==> src/rtl/pic10_pkg.sv <==
// Shared constants for the PIC10-class core: IR width, NOP encoding and ir_class codes.
// The classify helper is the single definition of the class map.
package pic10_pkg;

    localparam int unsigned IR_WIDTH = 12;
    localparam logic [11:0] IR_NOP   = 12'h000;

    localparam logic [2:0] CLS_CTRL  = 3'd0;
    localparam logic [2:0] CLS_BYTE  = 3'd1;
    localparam logic [2:0] CLS_BIT   = 3'd2;
    localparam logic [2:0] CLS_RETLW = 3'd3;
    localparam logic [2:0] CLS_CALL  = 3'd4;
    localparam logic [2:0] CLS_GOTO  = 3'd5;
    localparam logic [2:0] CLS_LIT   = 3'd6;

    function automatic logic [2:0] ir_classify(input logic [11:0] ir);
        logic [2:0] cls;
        cls = CLS_CTRL;
        unique case (ir[11:10])
            2'b00: cls = (ir[9:5] == 5'd0) ? CLS_CTRL : CLS_BYTE;
            2'b01: cls = CLS_BIT;
            2'b10: begin
                unique case (ir[9:8])
                    2'b00:   cls = CLS_RETLW;
                    2'b01:   cls = CLS_CALL;
                    default: cls = CLS_GOTO;
                endcase
            end
            default: cls = CLS_LIT;
        endcase
        return cls;
    endfunction

endpackage

==> src/rtl/pic10_ir_decode.sv <==
// Combinational decode of the held instruction word into class code and operand fields.
// Only instantiated when PIC10_IR_DECODE_EN is defined.
module pic10_ir_decode
    import pic10_pkg::*;
(
    input  logic [IR_WIDTH-1:0] ir,
    output logic [2:0]          ir_class,
    output logic [4:0]          ir_f_addr,
    output logic                ir_d,
    output logic [2:0]          ir_b,
    output logic [7:0]          ir_k8,
    output logic [8:0]          ir_k9
);

    always_comb begin
        ir_class  = ir_classify(ir);
        ir_f_addr = ir[4:0];
        ir_d      = ir[5];
        ir_b      = ir[7:5];
        ir_k8     = ir[7:0];
        ir_k9     = ir[8:0];
    end

endmodule

==> src/rtl/pic10_ir.sv <==
// Instruction register for a PIC10-class core: capture, hold, flush-to-NOP.
// Define PIC10_IR_DECODE_EN to build the class/field decode; otherwise those outputs are 0.
module pic10_ir
    import pic10_pkg::*;
#(
    parameter logic [IR_WIDTH-1:0] RESET_WORD = IR_NOP
) (
    input  logic                clk,
    input  logic                reset,
    input  logic                load_ir_reg,
    input  logic                flush_ir,
    input  logic [IR_WIDTH-1:0] program_bus,
    output logic [IR_WIDTH-1:0] ir_reg_bus,
    output logic [2:0]          ir_class,
    output logic [4:0]          ir_f_addr,
    output logic                ir_d,
    output logic [2:0]          ir_b,
    output logic [7:0]          ir_k8,
    output logic [8:0]          ir_k9
);

    logic [IR_WIDTH-1:0] r_ir;
    logic [IR_WIDTH-1:0] w_ir_next;

    // Flush outranks load so a taken branch always kills the fetched word.
    always_comb begin
        w_ir_next = r_ir;
        if (flush_ir) begin
            w_ir_next = RESET_WORD;
        end else if (load_ir_reg) begin
            w_ir_next = program_bus;
        end
    end

    always_ff @(posedge clk or negedge reset) begin
        if (!reset) begin
            r_ir <= RESET_WORD;
        end else begin
            r_ir <= w_ir_next;
        end
    end

    assign ir_reg_bus = r_ir;

`ifdef PIC10_IR_DECODE_EN
    pic10_ir_decode u_decode (
        .ir        (r_ir),
        .ir_class  (ir_class),
        .ir_f_addr (ir_f_addr),
        .ir_d      (ir_d),
        .ir_b      (ir_b),
        .ir_k8     (ir_k8),
        .ir_k9     (ir_k9)
    );
`else
    assign ir_class  = 3'd0;
    assign ir_f_addr = 5'd0;
    assign ir_d      = 1'b0;
    assign ir_b      = 3'd0;
    assign ir_k8     = 8'd0;
    assign ir_k9     = 9'd0;
`endif

endmodule

==> config.mk <==
export PLATFORM = sky130hd
export DESIGN_NAME = pic10_ir
export DESIGN_NICKNAME = d
export VERILOG_FILES = /design/src/rtl/pic10_pkg.sv /design/src/rtl/pic10_ir_decode.sv /design/src/rtl/pic10_ir.sv
export SDC_FILE = /design/constraint.sdc
export NUM_CORES = 1
export LEC_CHECK = 0
export CAP_MARGIN = 20
export CORE_UTILIZATION = 30
export CTS_CLUSTER_DIAMETER = 50
export CTS_CLUSTER_SIZE = 24
export DETAILED_ROUTE_END_ITERATION = 7
export PLACE_DENSITY = 0.76
export SLEW_MARGIN = 40
export SYNTH_ARGS = -nofsm -noshare
export SYNTH_HDL_FRONTEND = slang
export SYNTH_SLANG_ARGS = --single-unit
==> constraint.sdc <==
create_clock -name clk -period 1.04 [get_ports clk]
set_clock_uncertainty 0.15 [all_clocks]
set_input_delay 0.208 -clock clk [delete_from_list [all_inputs] [get_ports clk]]
set_output_delay 0.208 -clock clk [all_outputs]
set_load 0.01 [all_outputs]
Word-level counts from Yosys, hierarchy flattened
Index checks and enable logic that the tools add are counted.
Widths: inputs -> output; s select.
Storage, ports and cells
  input port bits: 16
  word-level logic and storage cells: 4
  output and inout bits: 41
  register bits: 12
Operators by class
  reductions and logical operators: 1
  multiplexer cells: 2
Operator list (number)
  $mux 12: 2
  $reduce_bool 2->1: 1

Longest topological paths before layout
Gate-level depths: netlist (run 1).
  depth after elaboration: 2
  gate-level depth with buffers: 3
  mapped depth without buffers: 2

Worst setup path before layout (run 1)
Ideal clock, no wire load.
  path type: input port to flip-flop
  from: input port load_ir_reg
  to: register r_ir[0] (netlist: ir_reg_bus[0])
  path slack: 0.196 ns
  stages on the path: 3
  arrival: 0.562 ns
  path buffers: 1
  required time: 0.758 ns
  setup time: 0.132 ns
  path through: buf_6 > mux2i_1 > nor2_1
Between the ends
  word-level cells in the longest chain between the ends: 1
RTL lines
  start: declaration: line pic10_ir.sv:10  | input logic load_ir_reg,
  $reduce_bool 2->1 (no line)
  end signal: assignment: line pic10_ir.sv:39  | r_ir <= w_ir_next;
  end: declaration: line pic10_ir.sv:22  | logic [IR_WIDTH-1:0] r_ir;
No other way between the ends.
A chain may end at the register's enable or synchronous reset.

Final worst setup path (run 1)
  from: register r_ir[3] (netlist: ir_reg_bus[3])
  to: output port ir_reg_bus[3]
RTL lines
  end: declaration: line pic10_ir.sv:13  | output logic [IR_WIDTH-1:0] ir_reg_bus,
No word-level cell between the ends.

==> flow_summary.toml, run 1 <==
[logic_synthesis]
synth_edf_count = 0
yosysWarningCount = 0
synthTopCellsByArea = "dfrtp_1 43%, buf_4 31%, mux2i_1 17%, nor2_1 6.4%, buf_6 1.6%"
yosys-top-cells-count = "29 x buf_4, 12 x dfrtp_1, 12 x mux2i_1, 12 x nor2_1"
syn_area_sq_um = 702
yosysMostFrequentCell = "buf_4"
synth.largest_area_cell = "dfrtp_1"
synthCells = 68
seq_area_frac_synth = 0.428
async_reset_ff_frac = 1.00
yosys.area.top_type_share = 0.428
yosys.cell_types.count = 7
synth-seq-cells = 12
synth-main-ff-cell = "dfrtp_1"
synth.avg_cell_area_sq_um = 10.3

[setup_path]
crit_cells = 1
r2r.worst_path.cells = 4
worst-path-buf-inv = 1
regToRegEndpoint = "ir_reg_bus[11]"
startpoint = "ir_reg_bus[3]"
cp_slowest_cell = "dfrtp_1"
rr_startpoint = "ir_reg_bus[11]"
r2r_slack_ns = -0.03
path_cells = "buf_2"
crit_path_start_kind = "register"
crit_path_end_kind = "output port"
cp_slowest_stage_delay_ns = 0.39
crit_type = "register to output port"
critPathTopFamily = "flip-flops"
crit_fanout = 2
crit_required_ns = 0.68
cp-endpoint = "ir_reg_bus[3]"
arrival_ns = 0.79

[timing]
slew_viol_final = 0
fin_crit_ns = 1.15
hold_viol = 0
rsz0062_at_grt = "yes"
setup_slack_ns = -0.110
setup_viol = 13
fin_crit_sh = 1.11
setup_tns_ns = -1.15
maxClockFrequency_mhz = 869

[clock_network]
clock_sinks = 12
cts_buffers = 3
cts_tree = "yes"
htree_num_levels = 1
path_clk_slew_ns = 0.07
clock_latency_ns = 0.26
cts_root_buffer = "clkbuf_4"
hold_buffers = 0
clock_path_buffers = 2

[final_layout]
layout-drive-gt1-share = 0.269
largest_reg_flops = 12
area_growth_syn_to_layout_pct = 41.7
fin_util = 0.450
num-nets-final = 126
diodes = 0
fillers = 227
finalInstanceArea_sq_um = 995

[run]
drv_cap = 0

[pwr]
peakVddDrop_v = 0.000390
p_leak_nw = 0.571
p_per_area_nw_per_um2 = 1060
p_total_mw = 1.05

[drt]
via_per_inst = 3.74
drc_errors = 0
first_pass_iters = 2
drtAntennaViolNets = 0
route.vias.total = 509
routed_wl_mm = 1.39
wl_per_cell_um = 10.2
drtIter0Drc = 5

[run_status]
outcome = "finished, violations left"
failed_checks = "negative setup slack"

[placement]
place.gp.congestion = 0.646
placed_area_sq_um = 935
dp_hpwl_um = 987
port_buffers = 27

[global_routing]
antenna_found_initial = 0
grt.met1_usage = 0.122
grt_pass1_wl_mm = 2.15
grt_overflow_total = 0
grt.busiest_layer = "met2"
grt_usage = 0.121
grt_max_degree = 13
grt_use_met2 = 0.216
grt_pass1_vias = 483
gr-usage-met3 = 0.0485

[die]
die_area_sq_um = 2540
die_w_um = 50.4
core_area_sq_um = 2210
rows = 17
die_h_um = 50.4
io_pins = 57
initial_core_util = 0.317

[min_path]
hold_path.class = "primary input to asynchronous set/reset pin"
cells in the final DEF (no fill, tap or decap), types with 2 or more instances in the layout:
master and count:
buf_12 2, buf_2 11, buf_4 9, buf_6 2, clkbuf_4 3, clkdlybuf4s50_1 14, conb_1 29, dfrtp_1 12
mux2i_1 12, nor2_1 12
final cells by class:
cell class,count,area [sq um],area share
Timing Repair Buffer,40,363,0.365
Multi-Input combinational cell,53,274,0.275
Tap cell,28,35.0,0.0352
Sequential cell,12,300,0.302
Clock buffer,3,22.5,0.0226
metal layers:
| metal | up-vias | routed length (um) |
|---|---|---|
| met3 | 0 | 153 |
| met1 | 240 | 488 |
| met4 | 0 | 0 |
| met5 | - | 0 |
| met2 | 32 | 745 |
| li1 | 237 | - |
power breakdown:
group	internal (mW)	switching (mW)
clock	0.133	0.133
sequential	0.493	0.0133
combinational	0.150	0.133
total	0.776	0.279
timing repair:
action / CTS / global route
setup buffers: 5 / 3
gates cloned: 1 / 0
endpoints found under the hold margin: 0 / 0
endpoints found under the setup margin: 24 / 14
pin swaps: 0 / 1
gates resized for setup: 49 / 4
stage by stage:
stage / hold slack [ns] / setup slack, ns / std cells
2_1_floorplan: -0.238 / 0.196 / 96
3_3_place_gp: 0.352 / -0.346 / 124
3_5_place_dp: 0.363 / -0.388 / 124
4_1_cts: 0.137 / -0.130 / 133
5_1_grt: 0.136 / -0.150 / 136
6_report: 0.150 / -0.110 / 136
worst min path at each step:
stage	from	endpoint	slack, ns	depth (start not counted)
6_report	reset	ir_reg_bus[9]	0.15	2
5_1_grt	reset	ir_reg_bus[11]	0.14	2
4_1_cts	reset	ir_reg_bus[9]	0.14	2
3_5_place_dp	ir_reg_bus[0]	ir_reg_bus[0]	0.36	2
3_3_place_gp	ir_reg_bus[9]	ir_reg_bus[9]	0.35	2
2_1_floorplan	reset	ir_reg_bus[0]	-0.24	0
cells by family (layout without fill, tap and decap cells):
group	after synthesis	count (layout)	synth area share
simple gates	12	12	0.0642
buf+inv	31	43	0.332
mux	12	12	0.171
flops	12	12	0.428
other cells	1	29	0.00534
No activity file was read; power rests on OpenSTA's default activity.
==> run 2, diff against run 1 <==
SYNTH_HIERARCHICAL = 1   (was unset)
==> results of run 2 <==
Final layout, timing and power as in run 1 (identical DEF).
Among the figures that moved: Yosys warning count 0 -> 6
==> run 3, diff against run 2 <==
CORE_UTILIZATION = 32   (was 30)
PLACE_DENSITY = 0.8   (was 0.76)
==> flow_summary.toml, run 3 <==
[run_status]
outcome = "finished, violations left"
failed_checks = "negative setup slack"

[logic_synthesis]
synthCells = 68
yosys.cell_types.count = 7
seq_area_frac_synth = 0.428
yosysWarningCount = 6
yosys-top-cells-count = "29 x buf_4, 12 x dfrtp_1, 12 x mux2i_1, 12 x nor2_1"
synthTopCellsByArea = "dfrtp_1 43%, buf_4 31%, mux2i_1 17%, nor2_1 6.4%, buf_6 1.6%"
yosysMostFrequentCell = "buf_4"
synth-main-ff-cell = "dfrtp_1"
async_reset_ff_frac = 1.00
syn_area_sq_um = 702
yosys.area.top_type_share = 0.428
synth-seq-cells = 12
synth_edf_count = 0
synth.avg_cell_area_sq_um = 10.3
synth.largest_area_cell = "dfrtp_1"

[final_layout]
layout_common_cells = "29 x conb_1, 14 x clkdlybuf4s50_1, 13 x buf_4"
fin_util = 0.494
diodes = 0
num-nets-final = 128
area_growth_syn_to_layout_pct = 40.8
layout-drive-gt1-share = 0.279
largest_reg_flops = 12
layout_commonest_cell = "conb_1"

[drt]
route.vias.total = 502
routed_wl_mm = 1.26
drc_errors = 0
wl_met2_um = 618
wl_met3_um = 94
drtAntennaViolNets = 0
wl_per_cell_um = 9.14
highest_layer = "met4"
drtIter0Drc = 3
first_pass_iters = 3
drt-met1-wl_um = 522
via_per_inst = 3.64

[setup_path]
r2r.worst_path.cells = 4
cp_slowest_stage_delay_ns = 0.38
crit_path_start_kind = "register"
crit_path_end_kind = "output port"
path_cells = "buf_2"
cp_slowest_cell = "dfrtp_1"
regToRegEndpoint = "ir_reg_bus[11]"
crit_required_ns = 0.68
rr_startpoint = "ir_reg_bus[11]"
arrival_ns = 0.80
crit_type = "register to output port"
critPathTopFamily = "flip-flops"
crit_fanout = 2
r2r_slack_ns = -0.02
worst-path-buf-inv = 1

[timing]
fin_crit_ns = 1.15
rsz0062_at_grt = "yes"
fin_crit_sh = 1.11
setup_viol = 14
maxClockFrequency_mhz = 867
slew_viol_final = 0
hold_viol = 0
holdWs_ns = 0.0839
setup_slack_ns = -0.113

[pwr]
seq_power_share = 0.441
peakVddDrop_v = 0.000623
swShare = 0.263
pwr-share-comb = 0.234
p_int_uw = 843
p_leak_nw = 0.571
pwr-share-clk = 0.325
power_switching_uw = 300
p_per_area_nw_per_um2 = 1160

[clock_network]
htree_num_levels = 1
cts_root_buffer = "clkbuf_4"
clock_sinks = 12
cts_tree = "yes"
path_clk_slew_ns = 0.08
cts_buffers = 3
clock_path_buffers = 2
hold_buffers = 0
clock_latency_ns = 0.27

[die]
io_pins = 57
die_h_um = 48.8
core_area_sq_um = 2000
die_w_um = 48.8
die_area_sq_um = 2380
initial_core_util = 0.351
rows = 16

[placement]
place.gp.congestion = 0.613
port_buffers = 27
pre_cts_slack_ns = -0.356

[global_routing]
grt_pass1_vias = 446
grt_overflow_total = 0
grt_pass1_wl_mm = 1.97
grt_usage = 0.113
antenna_found_initial = 0
grt_max_degree = 13

[run]
drv_cap = 0

[min_path]
hold_path.class = "primary input to asynchronous set/reset pin"
[run 3: changes by cell type in the layout (fill, tap and decap cells not counted), sizes merged]
cell,delta
buf,+3
bufbuf,-1
dlygate4sd2,+1
[run 3: through the flow]
step                      std cells  total power, mW  setup TNS, ns  area (sq um)
after CTS                       133             1.14          -1.36           945
after global routing            138             1.21          -1.90           988
after floorplan                  96            0.708              0           807
after detailed placement        125            0.778          -6.22           936
final                           138             1.14          -1.29           988
after global placement          125            0.774          -6.04           936
[run 3: cell type report]
class,count,area [sq um]
multi-input combinational,53,274
sequential,12,300
tap,27,33.8
clock buffer,4,36.3
fill,205,1010
timing repair buffer,42,344
[run 3: what timing repair did]
action	CTS	global route
setup endpoints to repair	24	12
hold endpoints to repair	0	0
pin swaps	2	0
buffers inserted	6	5
resized for setup	50	1
[run 3: cell families (layout without fill, tap and decap cells)]
family | count (synthesis) | count (layout) | synth area share
DFF | 12 | 12 | 0.428
and+or+nand+nor | 12 | 12 | 0.0642
other | 1 | 29 | 0.00534
buffers and inverters | 31 | 46 | 0.332
muxes | 12 | 12 | 0.171
[run 3: worst max-delay path by stage]
| stage | from | to | cells past startpoint |
|---|---|---|---|
| 2_1_floorplan | load_ir_reg | ir_reg_bus[0] | 3 |
| 4_1_cts | ir_reg_bus[11] | ir_reg_bus[11] | 1 |
| 3_3_place_gp | load_ir_reg | ir_reg_bus[5] | 4 |
| 6_report | ir_reg_bus[11] | ir_reg_bus[11] | 1 |
| 5_1_grt | ir_reg_bus[6] | ir_reg_bus[6] | 1 |
| 3_5_place_dp | load_ir_reg | ir_reg_bus[5] | 4 |
[run 3: routing by layer]
layer  up-vias  GRT usage
li1        241          -
met4         0     0.0882
met2        33      0.176
met5         -          0
met1       224      0.130
met3         4     0.0312
[run 3: power groups by stage]
| stage | clock network, mW | logic, mW | registers [mW] |
|---|---|---|---|
| 6_report | 0.371 | 0.268 | 0.504 |
| 3_5_place_dp | 0 | 0.263 | 0.515 |
| 5_1_grt | 0.414 | 0.291 | 0.508 |
| 4_1_cts | 0.379 | 0.252 | 0.504 |
| 3_3_place_gp | 0 | 0.259 | 0.515 |
| 2_1_floorplan | 0 | 0.181 | 0.527 |
